`src/rtl/la_cap_pkg.sv`:
```
// la_cap_pkg: shared widths, beat counts and serializer states.
// Entry layout and beat count follow LA_CAPTURE_TIMESTAMP_EN.
package la_cap_pkg;

  localparam int LA_W = 128;
  localparam int BEAT_W = 32;

`ifdef LA_CAPTURE_TIMESTAMP_EN
  localparam int N_BEATS = 5;
  localparam int ENTRY_W = LA_W + BEAT_W;
`else
  localparam int N_BEATS = 4;
  localparam int ENTRY_W = LA_W;
`endif

  localparam int BEAT_CW = 3;
  localparam logic [BEAT_CW-1:0] BEAT_LAST =
    BEAT_CW'(N_BEATS - 1);

  typedef enum logic {
    S_IDLE,
    S_SEND
  } ser_state_e;

endpackage

```
`src/rtl/la_sample_capture_if.sv`:
```
// la_sample_capture_if: push/pop bundle between the capture
// logic (master) and its sample FIFO (slave).
interface la_sample_capture_if #(
  parameter int W = 128,
  parameter int DEPTH = 4
);

  localparam int LW = $clog2(DEPTH + 1);

  logic         push;
  logic [W-1:0] wdata;
  logic         pop;
  logic [W-1:0] head;
  logic [W-1:0] head_nxt;
  logic         full;
  logic         empty;
  logic [LW-1:0] level;

  modport master (
    output push, wdata, pop,
    input  head, head_nxt, full, empty, level
  );

  modport slave (
    input  push, wdata, pop,
    output head, head_nxt, full, empty, level
  );

endinterface

```
`src/rtl/la_cap_fifo.sv`:
```
// la_cap_fifo: synchronous FIFO; a push into a full FIFO is taken
// only when a pop frees a slot in the same cycle.
module la_cap_fifo #(
  parameter int W = 128,
  parameter int DEPTH = 4
) (
  input logic clk,
  input logic rst,
  la_sample_capture_if.slave f
);

  localparam int PW = $clog2(DEPTH);
  localparam int LW = $clog2(DEPTH + 1);

  logic [W-1:0]  mem_q [DEPTH];
  logic [PW-1:0] wr_q, wr_d;
  logic [PW-1:0] rd_q, rd_d;
  logic [LW-1:0] cnt_q, cnt_d;
  logic          do_push;
  logic          do_pop;

  assign f.full = (cnt_q == LW'(DEPTH));
  assign f.empty = (cnt_q == '0);
  assign f.level = cnt_q;
  assign f.head = mem_q[rd_q];
  assign f.head_nxt = mem_q[rd_q + PW'(1)];

  assign do_pop = f.pop && !f.empty;
  assign do_push = f.push && (!f.full || do_pop);

  // pointer and occupancy update
  always_comb begin
    wr_d = wr_q;
    rd_d = rd_q;
    cnt_d = cnt_q;
    if (do_push) wr_d = wr_q + PW'(1);
    if (do_pop) rd_d = rd_q + PW'(1);
    if (do_push && !do_pop) cnt_d = cnt_q + LW'(1);
    if (!do_push && do_pop) cnt_d = cnt_q - LW'(1);
  end

  // pointer/count registers
  always_ff @(posedge clk) begin
    if (rst) begin
      wr_q <= '0;
      rd_q <= '0;
      cnt_q <= '0;
    end else begin
      wr_q <= wr_d;
      rd_q <= rd_d;
      cnt_q <= cnt_d;
    end
  end

  // storage write; contents need no reset
  always_ff @(posedge clk) begin
    if (do_push) mem_q[wr_q] <= f.wdata;
  end

endmodule

```
`src/rtl/la_sample_capture.sv`:
```
// la_sample_capture: change-triggered 128-bit capture, serialized
// as 32-bit beats. Define LA_CAPTURE_TIMESTAMP_EN for a 5th beat.
module la_sample_capture
  import la_cap_pkg::*;
#(
  parameter int DEPTH = 4
) (
  input  logic                       sys_clk,
  input  logic                       sys_rst,
  input  logic [LA_W-1:0]            la_output,
  input  logic                       cap_en,
  input  logic                       ovf_clr,
  output logic [BEAT_W-1:0]          out_data,
  output logic                       out_valid,
  input  logic                       out_ready,
  output logic                       out_last,
  output logic                       overflow,
  output logic [$clog2(DEPTH+1)-1:0] fifo_level
);

  localparam int LW = $clog2(DEPTH + 1);

  la_sample_capture_if #(
    .W(ENTRY_W),
    .DEPTH(DEPTH)
  ) fif ();

  la_cap_fifo #(
    .W(ENTRY_W),
    .DEPTH(DEPTH)
  ) u_fifo (
    .clk(sys_clk),
    .rst(sys_rst),
    .f(fif.slave)
  );

  logic [LA_W-1:0]    la_prev_q, la_prev_d;
  logic               ovf_q, ovf_d;
  ser_state_e         state_q, state_d;
  logic [BEAT_CW-1:0] beat_q, beat_d;
  logic [ENTRY_W-1:0] sample_q, sample_d;
  logic               cap_hit;
  logic               pop;
  logic               drop;

  assign la_prev_d = la_output;
  assign cap_hit = cap_en && (la_output != la_prev_q);
  assign drop = cap_hit && fif.full && !pop;
  assign fif.push = cap_hit;
  assign fif.pop = pop;
  assign fifo_level = LW'(fif.level);
  assign overflow = ovf_q;

`ifdef LA_CAPTURE_TIMESTAMP_EN
  logic [BEAT_W-1:0] ts_q, ts_d;
  assign ts_d = ts_q + BEAT_W'(1);
  assign fif.wdata = {ts_q, la_output};
`else
  assign fif.wdata = la_output;
`endif

  // sticky drop flag; a drop wins over a same-cycle clear
  always_comb begin
    ovf_d = ovf_q;
    if (ovf_clr) ovf_d = 1'b0;
    if (drop) ovf_d = 1'b1;
  end

  // serializer next-state, beat select and pop on last beat
  always_comb begin
    state_d = state_q;
    beat_d = beat_q;
    sample_d = sample_q;
    pop = 1'b0;
    out_valid = 1'b0;
    out_last = 1'b0;
    out_data = '0;
    unique case (state_q)
      S_IDLE: begin
        if (!fif.empty) begin
          state_d = S_SEND;
          sample_d = fif.head;
          beat_d = '0;
        end
      end
      S_SEND: begin
        out_valid = 1'b1;
        out_last = (beat_q == BEAT_LAST);
        for (int i = 0; i < N_BEATS; i++) begin
          if (beat_q == BEAT_CW'(i))
            out_data = sample_q[i*BEAT_W +: BEAT_W];
        end
        if (out_ready) begin
          if (out_last) begin
            pop = 1'b1;
            beat_d = '0;
            if (fif.level > LW'(1))
              sample_d = fif.head_nxt;
            else
              state_d = S_IDLE;
          end else begin
            beat_d = beat_q + BEAT_CW'(1);
          end
        end
      end
      default: state_d = S_IDLE;
    endcase
  end

  // state registers with synchronous reset
  always_ff @(posedge sys_clk) begin
    if (sys_rst) begin
      la_prev_q <= '0;
      ovf_q <= 1'b0;
      state_q <= S_IDLE;
      beat_q <= '0;
      sample_q <= '0;
`ifdef LA_CAPTURE_TIMESTAMP_EN
      ts_q <= '0;
`endif
    end else begin
      la_prev_q <= la_prev_d;
      ovf_q <= ovf_d;
      state_q <= state_d;
      beat_q <= beat_d;
      sample_q <= sample_d;
`ifdef LA_CAPTURE_TIMESTAMP_EN
      ts_q <= ts_d;
`endif
    end
  end

endmodule
```
`config.mk`:
```
export PLATFORM = sky130hd
export DESIGN_NAME = la_sample_capture
export DESIGN_NICKNAME = d
export VERILOG_FILES = /design/src/rtl/la_cap_pkg.sv /design/src/rtl/la_sample_capture_if.sv /design/src/rtl/la_cap_fifo.sv /design/src/rtl/la_sample_capture.sv
export SDC_FILE = /design/constraint.sdc
export NUM_CORES = 1
export LEC_CHECK = 0
export BUFFER_PORTS_ARGS = -buffer_cell sky130_fd_sc_hd__buf_4
export CAP_MARGIN = 25
export CORE_UTILIZATION = 55
export CTS_CLUSTER_DIAMETER = 40
export DETAILED_ROUTE_END_ITERATION = 12
export GPL_TIMING_DRIVEN = 0
export PLACE_DENSITY = 0.75
export SYNTH_ARGS = -nofsm -noshare
export SYNTH_HDL_FRONTEND = slang
export SYNTH_SLANG_ARGS = --single-unit
```
`constraint.sdc`:
```
create_clock -name sys_clk -period 4.53 [get_ports sys_clk]
set_input_delay 0.2265 -clock sys_clk [delete_from_list [all_inputs] [get_ports sys_clk]]
set_output_delay 0.2265 -clock sys_clk [all_outputs]
set_load 0.05 [all_outputs]
```
# After elaboration in Yosys (flattened, before gate mapping)
# Memory sizes are Yosys's and may differ from the RTL's. A register that Yosys moved wholly into a read port is not among the register bits.
# Index checks and enable logic that the tools add are counted.
dict set report totals {
  register_bits 268
  ramBits 512
  in_bits 133
  wordCells 76
  n_memories 1
}
dict set report classes {
  n_addsub 5
  n_lt_le_gt_ge 1
  n_eq_ne 9
  mux 32
  n_bitwise 1
  n_reduce_logical 19
}
# name words word_bits rd rd_clocked_by_memory_dff wr line
set memory_table {}
lappend memory_table {u_fifo.mem_q 4 128 2 1 1 la_cap_fifo.sv:15} ;# logic [W-1:0] mem_q [DEPTH];
# cell n
set op_table {}
lappend op_table {{128-bit two-way mux} 4}
lappend op_table {{128-bit case mux with 2 select lines} 1}
lappend op_table {{32-bit two-way mux} 5}
lappend op_table {{128-bit inequality test} 1}
lappend op_table {{3-bit two-way mux} 5}
lappend op_table {{1-bit two-way mux} 13}
lappend op_table {{1-bit logical AND} 7}
lappend op_table {{3-bit by 1-bit adder with 3-bit output, second input constant} 2}
lappend op_table {{3-bit by 2-bit == test with 1-bit output, second input constant} 2}
lappend op_table {{3-bit zero test} 2}
lappend op_table {{3-bit case mux with 2 select lines} 1}
lappend op_table {{1-bit zero test} 5}
lappend op_table {{2-bit by 1-bit adder with 2-bit output, second input constant} 2}
lappend op_table {{2-bit two-way mux} 2}
lappend op_table {{2-bit by 1-bit inequality test with 1-bit output, second input constant} 2}
lappend op_table {{2-bit inequality test, second input constant} 2}
lappend op_table {{4-bit AND reduction} 1}
lappend op_table {{2-bit nonzero test} 2}
lappend op_table {{3-bit by 1-bit == test with 1-bit output, second input constant} 1}
lappend op_table {{3-bit == test, second input constant} 1}
lappend op_table {{3-bit by 1-bit > comparator with 1-bit output, second input constant} 1}
lappend op_table {{3-bit by 1-bit subtractor with 3-bit output, second input constant} 1}
lappend op_table {{1-bit case mux with 2 select lines} 1}
lappend op_table {{2-bit AND reduction} 1}
lappend op_table {{other kinds (2)} 2}

# Logic depth before layout (Yosys ltp)
dict set report depth {
  ltp_word 10
  ltp_mapped 9
  mapped_depth_nobuf 8
}

# Modules after synthesis
# A second synthesis with hierarchy kept.
dict set report unflattened {
  cells_unflattened 2083
  area_unflattened_um2 33808.7
}
# mod n_inst cells_per_inst area_per_inst_um2
set modules_own_cells {}
lappend modules_own_cells {la_cap_fifo 1 884 21979.8}
lappend modules_own_cells {la_sample_capture 1 1199 11828.8}

# Least setup slack after synthesis
# OpenSTA, ideal clock, no wires.
dict set report synth_timing {
  path_kind {register to register}
  from {reg state_q}
  to {mem u_fifo.mem_q[1][0], enable pin}
  arrival_ns 4.748
  setup_slack_ns -0.720
  path_stages_with_launch 7
  period_less_slack_ns 5.250
  path_cell_list {dfxtp_1 buf_2 nand2_1 or2_1 and3_1 a211oi_2 and2_1}
}
dict set report synth_via {
  elab_chain_cells 6
}
# item line
set synth_rtl {}
lappend synth_rtl {{start, declared} la_sample_capture.sv:39} ;# ser_state_e state_q, state_d;
lappend synth_rtl {{start signal, assigned} la_sample_capture.sv:124} ;# state_q <= state_d;
lappend synth_rtl {{1-bit two-way mux} la_sample_capture.sv:78} ;# unique case (state_q)
lappend synth_rtl {{1-bit logical AND} la_cap_fifo.sv:28} ;# assign do_pop = f.pop && !f.empty;
lappend synth_rtl {{1-bit logical OR} la_cap_fifo.sv:29} ;# assign do_push = f.push && (!f.full || do_pop);
lappend synth_rtl {{1-bit logical AND} la_cap_fifo.sv:29}
lappend synth_rtl {{1-bit two-way mux} la_cap_fifo.sv:57} ;# if (do_push) mem_q[wr_q] <= f.wdata;
lappend synth_rtl {{1-bit two-way mux (not written as such)} la_cap_fifo.sv:57}
lappend synth_rtl {{end, declared} la_cap_fifo.sv:15}
# No other way between the ends.

# Final worst setup path
dict set report layout_timing {
  from {reg la_prev_q[70]}
  to {mem u_fifo.mem_q[1][75], enable pin}
}
dict set report layout_via {
  elab_chain_cells 5
}
# item line
set layout_rtl {}
lappend layout_rtl {{start, declared} la_sample_capture.sv:37} ;# logic [LA_W-1:0] la_prev_q, la_prev_d;
lappend layout_rtl {{start signal, assigned} la_sample_capture.sv:122} ;# la_prev_q <= la_prev_d;
lappend layout_rtl {{128-bit inequality test} la_sample_capture.sv:47} ;# assign cap_hit = cap_en && (la_output != la_prev_q);
lappend layout_rtl {{1-bit logical AND} la_sample_capture.sv:47}
lappend layout_rtl {{1-bit logical AND} la_cap_fifo.sv:29}
lappend layout_rtl {{1-bit two-way mux} la_cap_fifo.sv:57}
lappend layout_rtl {{1-bit two-way mux (not written as such)} la_cap_fifo.sv:57}
# No other way between the ends.

==> results.md <==
* Status: completed
* Routed length per instance at 28.9 um
* Hold Violations, Final at 0
* Max Cap Viol at 0
* Arrival @ worst endpoint at 4.52 ns
* Unique masters post-synth at 40
* Multi-input logic area at 0.0121 mm2
* CP top delay family: simple AND/OR/NAND/NOR gates
* CTS Buf Count at 105
* Critical path class: flip-flop to flip-flop
* Multiplexer share of the synthesized area at 0.212
* Post-DP Area at 0.0360 mm2
* Synth Area in Simple Gates at 0.0567
* Post-placement cell count at 3048
* Seq cells post-synth at 782
* Worst Hold Class: primary input to flip-flop
* Syn Nets at 2229
* Layout area overhead at 22.6%
* Xor/xnor share of the synthesized area at 0.0343
* Clk sink count at 782
* Commonest cells after routing, fill and taps aside: 512 x edfxtp_1, 270 x dfxtp_1, 256 x mux4_2, 176 x nor2_1, 169 x buf_4
* Worst path max stage delay at 0.91 ns
* Die ar. at 0.0619 mm2
* I/O Pins at 171
* Die Y at 249 um
* Crit path capture type: flip-flop
* Final setup fails at 0
* Share of layout cells above drive strength 1 at 0.258
* Syn Area/Cell at 16.1 um2
* Post-cts sizing count at 0
* Largest family of logic cells by synthesized area: multiplexers
* CP max stage cell: nor4_1
* CTS tree: built
* Peak VDD IR at 0.375 mV
* Starting density of the core at 0.556
* Final core occ at 0.681
* Antenna violations before repair at 5
* Most common cell after layout, fill and taps aside: edfxtp_1
* Sequential area share after synthesis at 0.621
* Final Instance Count excl. Fillers at 3381
* Compound-Gate Fraction of Synth Area at 0.0524
* Port-buffer cells at 169
* Final Cycle Share at 0.923
* CP Launch Type: flip-flop
* Total number of vias at 21.2k
* Minimum clock period at 4.18 ns
* Clock Skew at 0.0190 ns
* Max-slew headroom at 0.317
* Pleak at 14.8 nW
* Final WL at 97600 um
* Gr usage total at 0.316
* # fillers at 3968
* Final nets at 2649
* Drt first pass iters at 5
* Buf+Inv Stages, Crit Path at 1
* Mapped Cells at 2084
* DRC violations left at 0
* Remaining Overflow, GRT at 0
* Via-to-Cell Ratio at 6.27
* First-pass GRT wire length at 141000 um
* Crit path cell chain: xor2_1, nor4_1, nand4_1, nor4_4, a211oi_2, and2_4, buf_16
* Top_reg_cell synth: edfxtp_1
* RSZ-0062 raised after global routing: false
* Core ar. at 0.0602 mm2
* Register area at 0.0208 mm2
* Fmax achieved at 239 MHz
* Reg clk slew, reported paths at 0.06 ns
* RD Place Congestion at 0.976
* Vias in the first global route at 21.2k
* Cell Rows at 90
* CTS H-tree depth at 3
* Critical path peak fanout at 52
* Synth Cell Area at 0.0335 mm2
* Req. time, crit path at 4.86 ns
* Cell area after layout at 0.0410 mm2
* Post-synth ARST share at 0
* P per Cell Area at 461 mW/mm2
* Post-Route Setup TNS at 0 ns
* Ys Warns at 0
* Die X at 249 um
* HPWL Detailed at 68100 um
* Measured slew at the worst slew-check pin at 1.02 ns
* Antenna Violating Nets Remaining at 0
* Number of synthesized flops with an enable pin at 512
* 1st-iter DRT viols at 2420
* Post-Synth Adder-Cell Area at 0.00448
* Root Driver: clkbuf_16
* Max Root-Sink Buffers at 3
* Largest net degree at the start of global routing at 54
* Skew-Pair Late Insertion Delay at 0.66 ns
* Slew Limit Fails at 0
-- Yosys cell counts (5+ instances only) --
cell type,n,area share
mux4_2,256,0.17
nand4_1,10,0.0019
xor2_1,129,0.034
buf_1,17,0.0019
nor2b_1,131,0.024
ha_1,12,0.0045
clkbuf_1,93,0.010
nor4_1,32,0.0060
a22o_1,32,0.0084
a21oi_1,34,0.0051
a22oi_1,32,0.0072
inv_1,9,0.0010
nand2_1,7,0.00078
mux2i_1,132,0.039
a211oi_1,129,0.029
buf_2,41,0.0061
nor2_1,176,0.020
dfxtp_1,270,0.16
edfxtp_1,512,0.46
and2_1,5,0.00093
-- metrics by stage --
step	setup WS, ns	hold slack, ns	power [W]
final	0.347	0.170	0.0189
after global routing	0.483	0.188	0.0194
after CTS	0.451	0.153	0.0189
after detailed placement	0.416	0.451	0.0104
after global placement	-1.36	0.447	0.0103
after floorplan	0.683	0.325	0.00949
-- worst paths after layout --
check,from,to,slack (ns),cells after the start
hold reg to reg,sample_q[70]$_SDFFE_PP0P_,sample_q[70]$_SDFFE_PP0P_,0.50,2
setup reg to reg,la_prev_q[70]$_SDFF_PP0_,u_fifo.mem_q[1][75]$_DFFE_PP_,0.35,7
hold / removal,sys_rst,u_fifo.f.level[2]$_SDFFE_PP0P_,0.17,3
setup / recovery,la_prev_q[70]$_SDFF_PP0_,u_fifo.mem_q[1][75]$_DFFE_PP_,0.35,7
-- power by group --
group | internal, W | total (W) | switching (W)
combinational | 0.000763 | 0.00204 | 0.00128
sequential | 0.00809 | 0.00835 | 0.000259
clock | 0.00523 | 0.00852 | 0.00329
-- state kept, by name, summed over array words and instances, names as in the netlist, named ones only --
signal          count
u_fifo.mem_q      512
la_prev_q         128
sample_q          128
beat_q              3
u_fifo.f.level      3
u_fifo.rd_q         2
u_fifo.wr_q         2
overflow            1
state_q             1
-- logic make-up after synthesis --
logic type	count (synthesis)
flops	782
compound gates	237
mux	389
simple gates	372
buf+inv	161
xor+xnor	131
fa+ha+maj	12
-- timing repair --
item                                   4_1_cts  5_1_grt
endpoints found under the hold margin      645        0
hold buffers                               131        0
buffers inserted                             0        0
-- metal layers --
layer,wire (um),GRT usage,vias up
met5,0,0,-
met4,4120,0.125,0
met3,7370,0.0538,167
met2,46700,0.500,1038
met1,39400,0.443,10900
li1,-,-,9063
-- cell type report --
cell class | instances | share of cell area
clock buffer | 137 | 0.0751
multi-input combinational | 1141 | 0.294
tap | 782 | 0.0238
buffer | 151 | 0.0151
clock inverter | 62 | 0.0153
sequential | 782 | 0.506
timing repair buffer | 313 | 0.0695
inverter | 10 | 0.000915
antenna | 3 | 0.000183
-- worst reg2reg max path: stages (launching register included) --
cell      delay (ns)
dfxtp_1         0.31
xor2_1          0.25
nor4_1          0.91
nand4_1         0.48
nor4_4          0.68
a211oi_2        0.30
and2_4          0.47
buf_16          0.34
Note: power is estimated with default switching activity, not from simulation.
